## src/rtl/irq_mux_pkg.sv

```systemverilog
// Shared constants for the interrupt concentrator: register map, defaults and
// ACTIVE field layout.
package irq_mux_pkg;

  localparam logic [2:0] REG_STATUS  = 3'd0;
  localparam logic [2:0] REG_PENDING = 3'd1;
  localparam logic [2:0] REG_MASK    = 3'd2;
  localparam logic [2:0] REG_MODE    = 3'd3;
  localparam logic [2:0] REG_ACTIVE  = 3'd4;
  localparam logic [2:0] REG_FORCE   = 3'd5;

  localparam int unsigned NSRC_DEFAULT        = 8;
  localparam int unsigned SYNC_STAGES_DEFAULT = 2;

  localparam int unsigned ACTIVE_VALID_RDATA_BIT = 7;
  localparam int unsigned ACTIVE_VALID_ID_BIT    = 3;

endpackage

```

## src/rtl/irq_mux_sync_edge.sv

```systemverilog
// Per-source synchroniser chain plus previous-sample flop; flags the cycle in
// which the synchronised active-low request first goes low.
module sync_edge #(
  parameter int unsigned Stages = 2
) (
  input  logic clk_i,
  input  logic rst_ni,
  input  logic src_ni,
  output logic synced_no,
  output logic assert_o
);

  logic [Stages-1:0] sync_q;
  logic              prev_q;

  always_ff @(posedge clk_i) begin
    if (!rst_ni) begin
      sync_q <= '1;
      prev_q <= 1'b1;
    end else begin
      sync_q <= {sync_q[Stages-2:0], src_ni};
      prev_q <= sync_q[Stages-1];
    end
  end

  assign synced_no = sync_q[Stages-1];
  assign assert_o  = ~sync_q[Stages-1] & prev_q;

endmodule

```

## src/rtl/irq_mux.sv

```systemverilog
// Interrupt concentrator: synchronises active-low sources, latches edge/level
// requests, masks, priority-encodes and drives a registered active-low irq.
module irq_mux
  import irq_mux_pkg::*;
#(
  parameter int unsigned NSRC        = NSRC_DEFAULT,
  parameter int unsigned SYNC_STAGES = SYNC_STAGES_DEFAULT
) (
  input  logic            clock,
  input  logic            reset,
  input  logic            phi2,
  input  logic            cs,
  input  logic            rw,
  input  logic [2:0]      regsel,
  input  logic [7:0]      wdata,
  output logic [7:0]      rdata,
  input  logic [NSRC-1:0] src_n,
  output logic            irq,
  output logic [3:0]      active_id
);

  logic [NSRC-1:0] synced_n, assert_p;

  for (genvar i = 0; i < NSRC; i++) begin : g_sync
    sync_edge #(
      .Stages(SYNC_STAGES)
    ) u_sync (
      .clk_i    (clock),
      .rst_ni   (reset),
      .src_ni   (src_n[i]),
      .synced_no(synced_n[i]),
      .assert_o (assert_p[i])
    );
  end

  logic            phi2_q;
  logic [NSRC-1:0] pending_q, pending_d;
  logic [NSRC-1:0] mask_q, mask_d;
  logic [NSRC-1:0] mode_q, mode_d;
  logic [7:0]      rdata_q, rdata_d;
  logic            irq_q, irq_d;
  logic [3:0]      active_id_q, active_id_d;

  // One commit per bus cycle: the clock edge that sees phi2 fall.
  logic commit;
  assign commit = phi2_q & ~phi2 & ~cs & ~rw;

  logic wr_pending, wr_mask, wr_mode, wr_force;
  assign wr_pending = commit && (regsel == REG_PENDING);
  assign wr_mask    = commit && (regsel == REG_MASK);
  assign wr_mode    = commit && (regsel == REG_MODE);
  assign wr_force   = commit && (regsel == REG_FORCE);

  logic [NSRC-1:0] wsrc, level_v, set_v, clr_v, edge_v, act_v;
  assign wsrc    = wdata[NSRC-1:0];
  assign level_v = ~synced_n;
  assign act_v   = pending_q & mask_q;

  always_comb begin
    mask_d = mask_q;
    mode_d = mode_q;
    if (wr_mask) mask_d = wsrc;
    if (wr_mode) mode_d = wsrc;

    set_v  = assert_p | (wr_force ? wsrc : '0);
    clr_v  = wr_pending ? wsrc : '0;
    edge_v = set_v | (pending_q & ~clr_v);

    pending_d = (mode_q & edge_v) | (~mode_q & level_v);
    // Switching a bit to edge mode starts it from a clean pending state.
    if (wr_mode) pending_d = pending_d & ~(wsrc & ~mode_q);
  end

  always_comb begin
    active_id_d = '0;
    for (int i = int'(NSRC) - 1; i >= 0; i--) begin
      if (act_v[i]) active_id_d[2:0] = 3'(i);
    end
    active_id_d[ACTIVE_VALID_ID_BIT] = |act_v;
    irq_d = ~|act_v;
  end

  logic [7:0] status8, pend8, mask8, mode8;

  always_comb begin
    status8 = '0;
    pend8   = '0;
    mask8   = '0;
    mode8   = '0;
    status8[NSRC-1:0] = level_v;
    pend8[NSRC-1:0]   = pending_q;
    mask8[NSRC-1:0]   = mask_q;
    mode8[NSRC-1:0]   = mode_q;

    rdata_d = '0;
    if (!cs && rw) begin
      case (regsel)
        REG_STATUS:  rdata_d = status8;
        REG_PENDING: rdata_d = pend8;
        REG_MASK:    rdata_d = mask8;
        REG_MODE:    rdata_d = mode8;
        REG_ACTIVE: begin
          rdata_d[ACTIVE_VALID_RDATA_BIT] = active_id_q[ACTIVE_VALID_ID_BIT];
          rdata_d[2:0]                    = active_id_q[2:0];
        end
        default:     rdata_d = '0;
      endcase
    end
  end

  always_ff @(posedge clock) begin
    if (!reset) begin
      phi2_q      <= 1'b0;
      pending_q   <= '0;
      mask_q      <= '0;
      mode_q      <= '0;
      rdata_q     <= '0;
      irq_q       <= 1'b1;
      active_id_q <= '0;
    end else begin
      phi2_q      <= phi2;
      pending_q   <= pending_d;
      mask_q      <= mask_d;
      mode_q      <= mode_d;
      rdata_q     <= rdata_d;
      irq_q       <= irq_d;
      active_id_q <= active_id_d;
    end
  end

  assign rdata     = rdata_q;
  assign irq       = irq_q;
  assign active_id = active_id_q;

endmodule
```

## config.mk

```make
export PLATFORM = sky130hd
export DESIGN_NAME = irq_mux
export DESIGN_NICKNAME = d
export VERILOG_FILES = /design/src/rtl/irq_mux_pkg.sv /design/src/rtl/irq_mux_sync_edge.sv /design/src/rtl/irq_mux.sv
export SDC_FILE = /design/constraint.sdc
export NUM_CORES = 1
export LEC_CHECK = 0
export ABC_CLOCK_PERIOD_IN_PS = 1700
export BUFFER_PORTS_ARGS = -buffer_cell sky130_fd_sc_hd__buf_2
export CAP_MARGIN = 30
export CORE_MARGIN = 5
export CORE_UTILIZATION = 30
export DETAILED_ROUTE_END_ITERATION = 10
export GPL_TIMING_DRIVEN = 0
export PLACE_DENSITY_LB_ADDON = 0.12
export SYNTH_ARGS = -nofsm -noshare
export SYNTH_HDL_FRONTEND = slang
export SYNTH_SLANG_ARGS = --single-unit
```

## constraint.sdc

```tcl
create_clock -name clock -period 1.7 [get_ports clock]
set_input_delay 0.085 -clock clock [delete_from_list [all_inputs] [get_ports clock]]
set_output_delay 0.085 -clock clock [all_outputs]
set_load 0.02 [all_outputs]
```

### Word level (Yosys, flattened, before mapping)

Index checks and enable logic that the tools add are counted.

* $add $sub $neg: 0
* multiply operators: 0
* shift operators: 0
* reduce and logical (&&, ||, !) cells: 13
* equality and inequality tests: 5
* $lt $le $gt $ge: 0
* divide/modulo/power cells: 0
* bitwise gates (word level): 36
* mux-type cells: 13

Operators with widths (number)
* 8-bit bitwise AND: 6
* 8-bit NOT: 4
* 8-bit two-way mux: 3
* 8-bit OR: 3
* 4-bit case mux with 4 select lines: 1
* 3-bit case mux with 5 select lines: 1
* 3-bit two-way mux: 4
* 1-bit NOT: 12
* 1-bit bitwise AND: 11
* 8-bit OR reduction: 1
* 3-bit by 2-bit equality test with 1-bit output, second input constant: 2
* 3-bit equality test, second input constant: 2
* 1-bit logical AND: 5
* 1-bit case mux with 5 select lines: 1
* 5-bit OR reduction: 1
* 2-bit two-way mux: 2
* 3-bit by 1-bit equality test with 1-bit output, second input constant: 1
* 3-bit zero test: 1
* 3-bit OR reduction: 1
* 1-bit zero test: 2
* 2-bit AND reduction: 1
* 2-bit OR reduction: 1
* 1-bit two-way mux: 1

* input port bits: 24
* memory bits (writable): 0
* word-level logic and storage cells: 93
* memories: 0
* bits in registers: 62
* latch bits: 0
* output and inout bits: 13
* bits in read-only memories: 0

### Depth between registers and ports, before layout

* depth in word-level cells: 13
* depth in mapped cells: 6

### Hierarchy

A second synthesis with hierarchy kept.

* cell total of the unflattened synthesis: 254
* area, all modules: 2632.5 sq um

By module, submodules not included
* irq_mux: area an instance 1951.9 sq um, cells an instance 198, times used 1, sequential area each 760.7 sq um
* sync_edge: area an instance 85.1 sq um, cells an instance 7, times used 8, sequential area each 60.1 sq um

### Worst setup path after synthesis

OpenSTA, ideal clock, no wires.

* path kind: register to register
* from: register phi2_q
* to: register pending_q[0] (netlist: pend8[0])
* arrival time: 1.220 ns
* setup slack: 0.360 ns
* period minus slack after synthesis: 1.340 ns
* cell stages (with the launch flop): 6
* buffers on the path: 1
* cells stage by stage: dfxtp_1 nor4b_4 and3_1 buf_4 nand3b_1 a211o_1

* word-level cells in the longest chain between the ends: 12
* elaborated cells between the ends (all ways): 16
* those cells by class: mux (3); bitwise (10); reduce/logical (3)

Ends and longest elaborated chain
* from (decl): RTL line irq_mux.sv:36 `logic phi2_q;`
* from (signal assigned): RTL line irq_mux.sv:121 `phi2_q <= phi2;`
* 1-bit bitwise AND * (3 in series): RTL line irq_mux.sv:46 `assign commit = phi2_q & ~phi2 & ~cs & ~rw;`
* 1-bit logical AND: RTL line irq_mux.sv:49 `assign wr_pending = commit && (regsel == REG_PENDING);`
* 8-bit two-way mux: RTL line irq_mux.sv:66 `clr_v = wr_pending ? wsrc : '0;`
* 8-bit NOT: RTL line irq_mux.sv:67 `edge_v = set_v | (pending_q & ~clr_v);`
* 8-bit bitwise AND: RTL line irq_mux.sv:67
* 8-bit OR: RTL line irq_mux.sv:67
* 8-bit bitwise AND: RTL line irq_mux.sv:69 `pending_d = (mode_q & edge_v) | (~mode_q & level_v);`
* 8-bit OR: RTL line irq_mux.sv:69
* 8-bit bitwise AND: RTL line irq_mux.sv:71 `if (wr_mode) pending_d = pending_d & ~(wsrc & ~mode_q);`
* 8-bit two-way mux *: RTL line irq_mux.sv:71
* to (signal assigned): RTL line irq_mux.sv:122 `pending_q <= pending_d;`
* to (decl): RTL line irq_mux.sv:37 `logic [NSRC-1:0] pending_q, pending_d;`

Mark *: on every way between the ends. The rest lies on a longest branch, timed or not.
A chain may end at the register's enable or synchronous reset.

### Worst setup path in the final report

* from: register phi2_q
* to: register pending_q[5] (netlist: pend8[5])

The elaborated chain is that of the path after synthesis.

==> flow_summary.toml <==
[status]
status = "complete, no violations"

[setup_path]
crit_path_end_kind = "register"
start_kind = "register"
critical_path_class = "reg -> reg"
cp.required_ns = 1.94
cp.arrival_ns = 1.81
crit_fanout = 5

[clocking]
cts.clk_slew.worst_paths_ns = 0.07
cts_buffers = 9
cts_resized = 0
cts_tree = "yes"
cts-root-buf = "clkbuf_8"
cts.sinks = 62
htreeDepth = 3
clk_latency_ns = 0.35
cts_buffer_depth = 2

[logic_synthesis]
syn_avg_cell_area_sq_um = 8.941
yosysSeqAreaShare_pct = 48.20
synthFlopType = "dfxtp_1"
syn-instance-count = 288
synth_area_sq_um = 2575
synth_edf_count = 0
synthArstFlopShare_pct = 0
yosysWarnings = 0
ys_seq_elements = 62
synth_cell_types = 39
synth_fp_nets = 312

[routing]
routedWlPerCell_um = 16.23
drc = 0
num_vias = 2247
finalWirelength_mm = 7.383
antenna_left = 0
drt_iter0_markers = 109
drt-pass1-iter-count = 5
via_per_inst = 4.938

[sta]
slew_headroom_pct = 59.25
min_period_over_period_pct = 92.66
layout_min_cycle_time_ns = 1.575
slew_violations = 0
rsz0062_at_grt = "false"
worstMarginPinSlew_ns = 0.6113
clock.fmax_ghz = 0.6349
setup_viol = 0
clock-skew-final_ns = 0.008405
hold_viol = 0
setup_ws_ns = 0.1249

[global_route]
gr-total-overflow = 0
met3_usage_pct = 3.857
grt_max_degree = 12
grt_pass1_wl_mm = 12.02
grt-busiest-layer = "met2"
grtUsageMet1_pct = 20.24
grt_pass1_vias = 2285
antenna_found_initial = 0
grtUsageMet2_pct = 24.53
grt_util_all_layers_pct = 15.38

[final_layout]
fin_cells = 455
diodes = 0
postLayoutCoreUtil_pct = 38.13
area_delta_synth_final_pct = 22.89
fin_nets = 369
nFillCells = 892
drive_gt1_share_pct = 18.57

[placed_design]
dp.cells = 428
post-place-ws_ns = 0.01883
portBuffers = 35
gp_congestion = 0.8682
hpwl_mm = 5.318

[power_and_ir_drop]
ir_drop_mv = 0.3466
power_mw = 2.841
leakage_nw = 1.276
p_per_area_nw_per_um2 = 897.7

[floorplanning]
initial_core_util_pct = 31.03
die_w_um = 102.6
fp-row-count = 33
ios = 37
design.core.area_sq_um = 8299
die_area_sq_um = 10540
die_y_um = 102.6

[job]
cap_violations = 0

[hold_path]
hp-class = "in -> reg"
-- routing by layer --
layer  wire [um]  share of wire, %  vias up
met2        3589                49       53
li1            -                 -     1113
met5           0                 0        -
met1        3306                45     1075
met3         423               5.7        6
met4          63              0.85        0
-- worst paths after layout --
path | from | end | slack, ns | cells after the start
worst min-delay path | phi2 | phi2_q | 0.01 | 2
worst max register to register | phi2_q | pend8[5] | 0.12 | 5
worst min register to register | g_sync[4].u_sync.sync_q[0] | g_sync[4].u_sync.sync_q[1] | 0.41 | 1
worst max-delay path | phi2_q | pend8[5] | 0.12 | 5
-- Yosys cell counts (5+ instances only) --
cell	count	share of area, %
mux2_2	5	2.2
nand2b_1	25	6.1
nor2_1	15	2.2
a211o_1	5	1.7
clkbuf_1	6	0.87
nand3b_1	5	1.5
a21boi_0	8	2.3
dfxtp_1	62	48
o21ai_0	6	1.2
nand3_1	18	3.5
a21boi_1	8	2.3
nand2_1	40	5.8
a21oi_1	23	4.5
a22oi_1	6	1.7
inv_1	11	1.6
-- cells in the final DEF (no fill, tap or decap), types with 4 or more instances in the layout --
master         count
dfxtp_1           62
nand2_1           40
buf_2             38
nand2b_1          25
a21oi_1           23
nand3_1           18
nor2_1            15
inv_1             11
clkbuf_8          10
dlygate4sd3_1     10
a21boi_0           8
a21boi_1           8
clkbuf_1           6
o21ai_0            6
a22oi_1            6
nand3b_1           5
a211o_1            5
mux2_2             5
buf_4              4
nor2b_1            4
o22a_1             4
-- repair_timing --
| action | in CTS | in global routing |
|---|---|---|
| setup buffers | 0 | 1 |
| endpoints found under the hold margin | 10 | 0 |
| hold buffers | 10 | 0 |
| setup endpoints to repair | 0 | 18 |
-- final cells by class --
type	count	area (sq um)	area share [%]
clock buffer	10	137.6	4.350
sequential	62	1241	39.23
multi-input combinational	201	1217	38.47
timing repair buffer	46	282.8	8.936
clock inverter	6	37.54	1.186
tap	105	131.4	4.152
inverter	11	41.29	1.305
buffer	14	75.07	2.372
-- worst max-delay path, cell delays in order, from the launching register on --
cell,delay (ns)
dfxtp_1,0.31
nor4b_4,0.29
buf_4,0.21
and2_1,0.27
a21oi_1,0.11
a211o_1,0.28
-- logic make-up after synthesis --
| kind of cell | Yosys count | share of synthesized area [%] |
|---|---|---|
| buffers and inverters | 25 | 4.518 |
| AOI/OAI and AO/OA | 72 | 19.29 |
| DFF | 62 | 48.20 |
| muxes | 8 | 3.353 |
| and+or+nand+nor | 121 | 24.64 |
-- state kept, by name, indices dropped and copies added, names as in the netlist --
register / count
active_id: 4
g_sync.u_sync.prev_q: 8
g_sync.u_sync.sync_q: 16
irq: 1
mask8: 8
mode8: 8
pend8: 8
phi2_q: 1
rdata: 8
-- per-stage QoR --
stage | TNS [ns] | hold slack, ns | instance area, sq um
2_1_floorplan | 0 | 0.1801 | 2575
3_3_place_gp | -0.08387 | 0.2657 | 2882
3_5_place_dp | 0 | 0.2710 | 2882
4_1_cts | 0 | 0.002171 | 3157
5_1_grt | 0 | 0.02147 | 3164
6_report | 0 | 0.01248 | 3164
-- report_power, final --
| group | leakage, nW | switching (mW) | internal [mW] |
|---|---|---|---|
| Sequential | 0.505 | 0.0135 | 1.48 |
| Combinational | 0.687 | 0.101 | 0.0838 |
| Clock | 0.0841 | 0.602 | 0.559 |
| Total | 1.28 | 0.717 | 2.12 |
(Power assumes the default switching activity.)
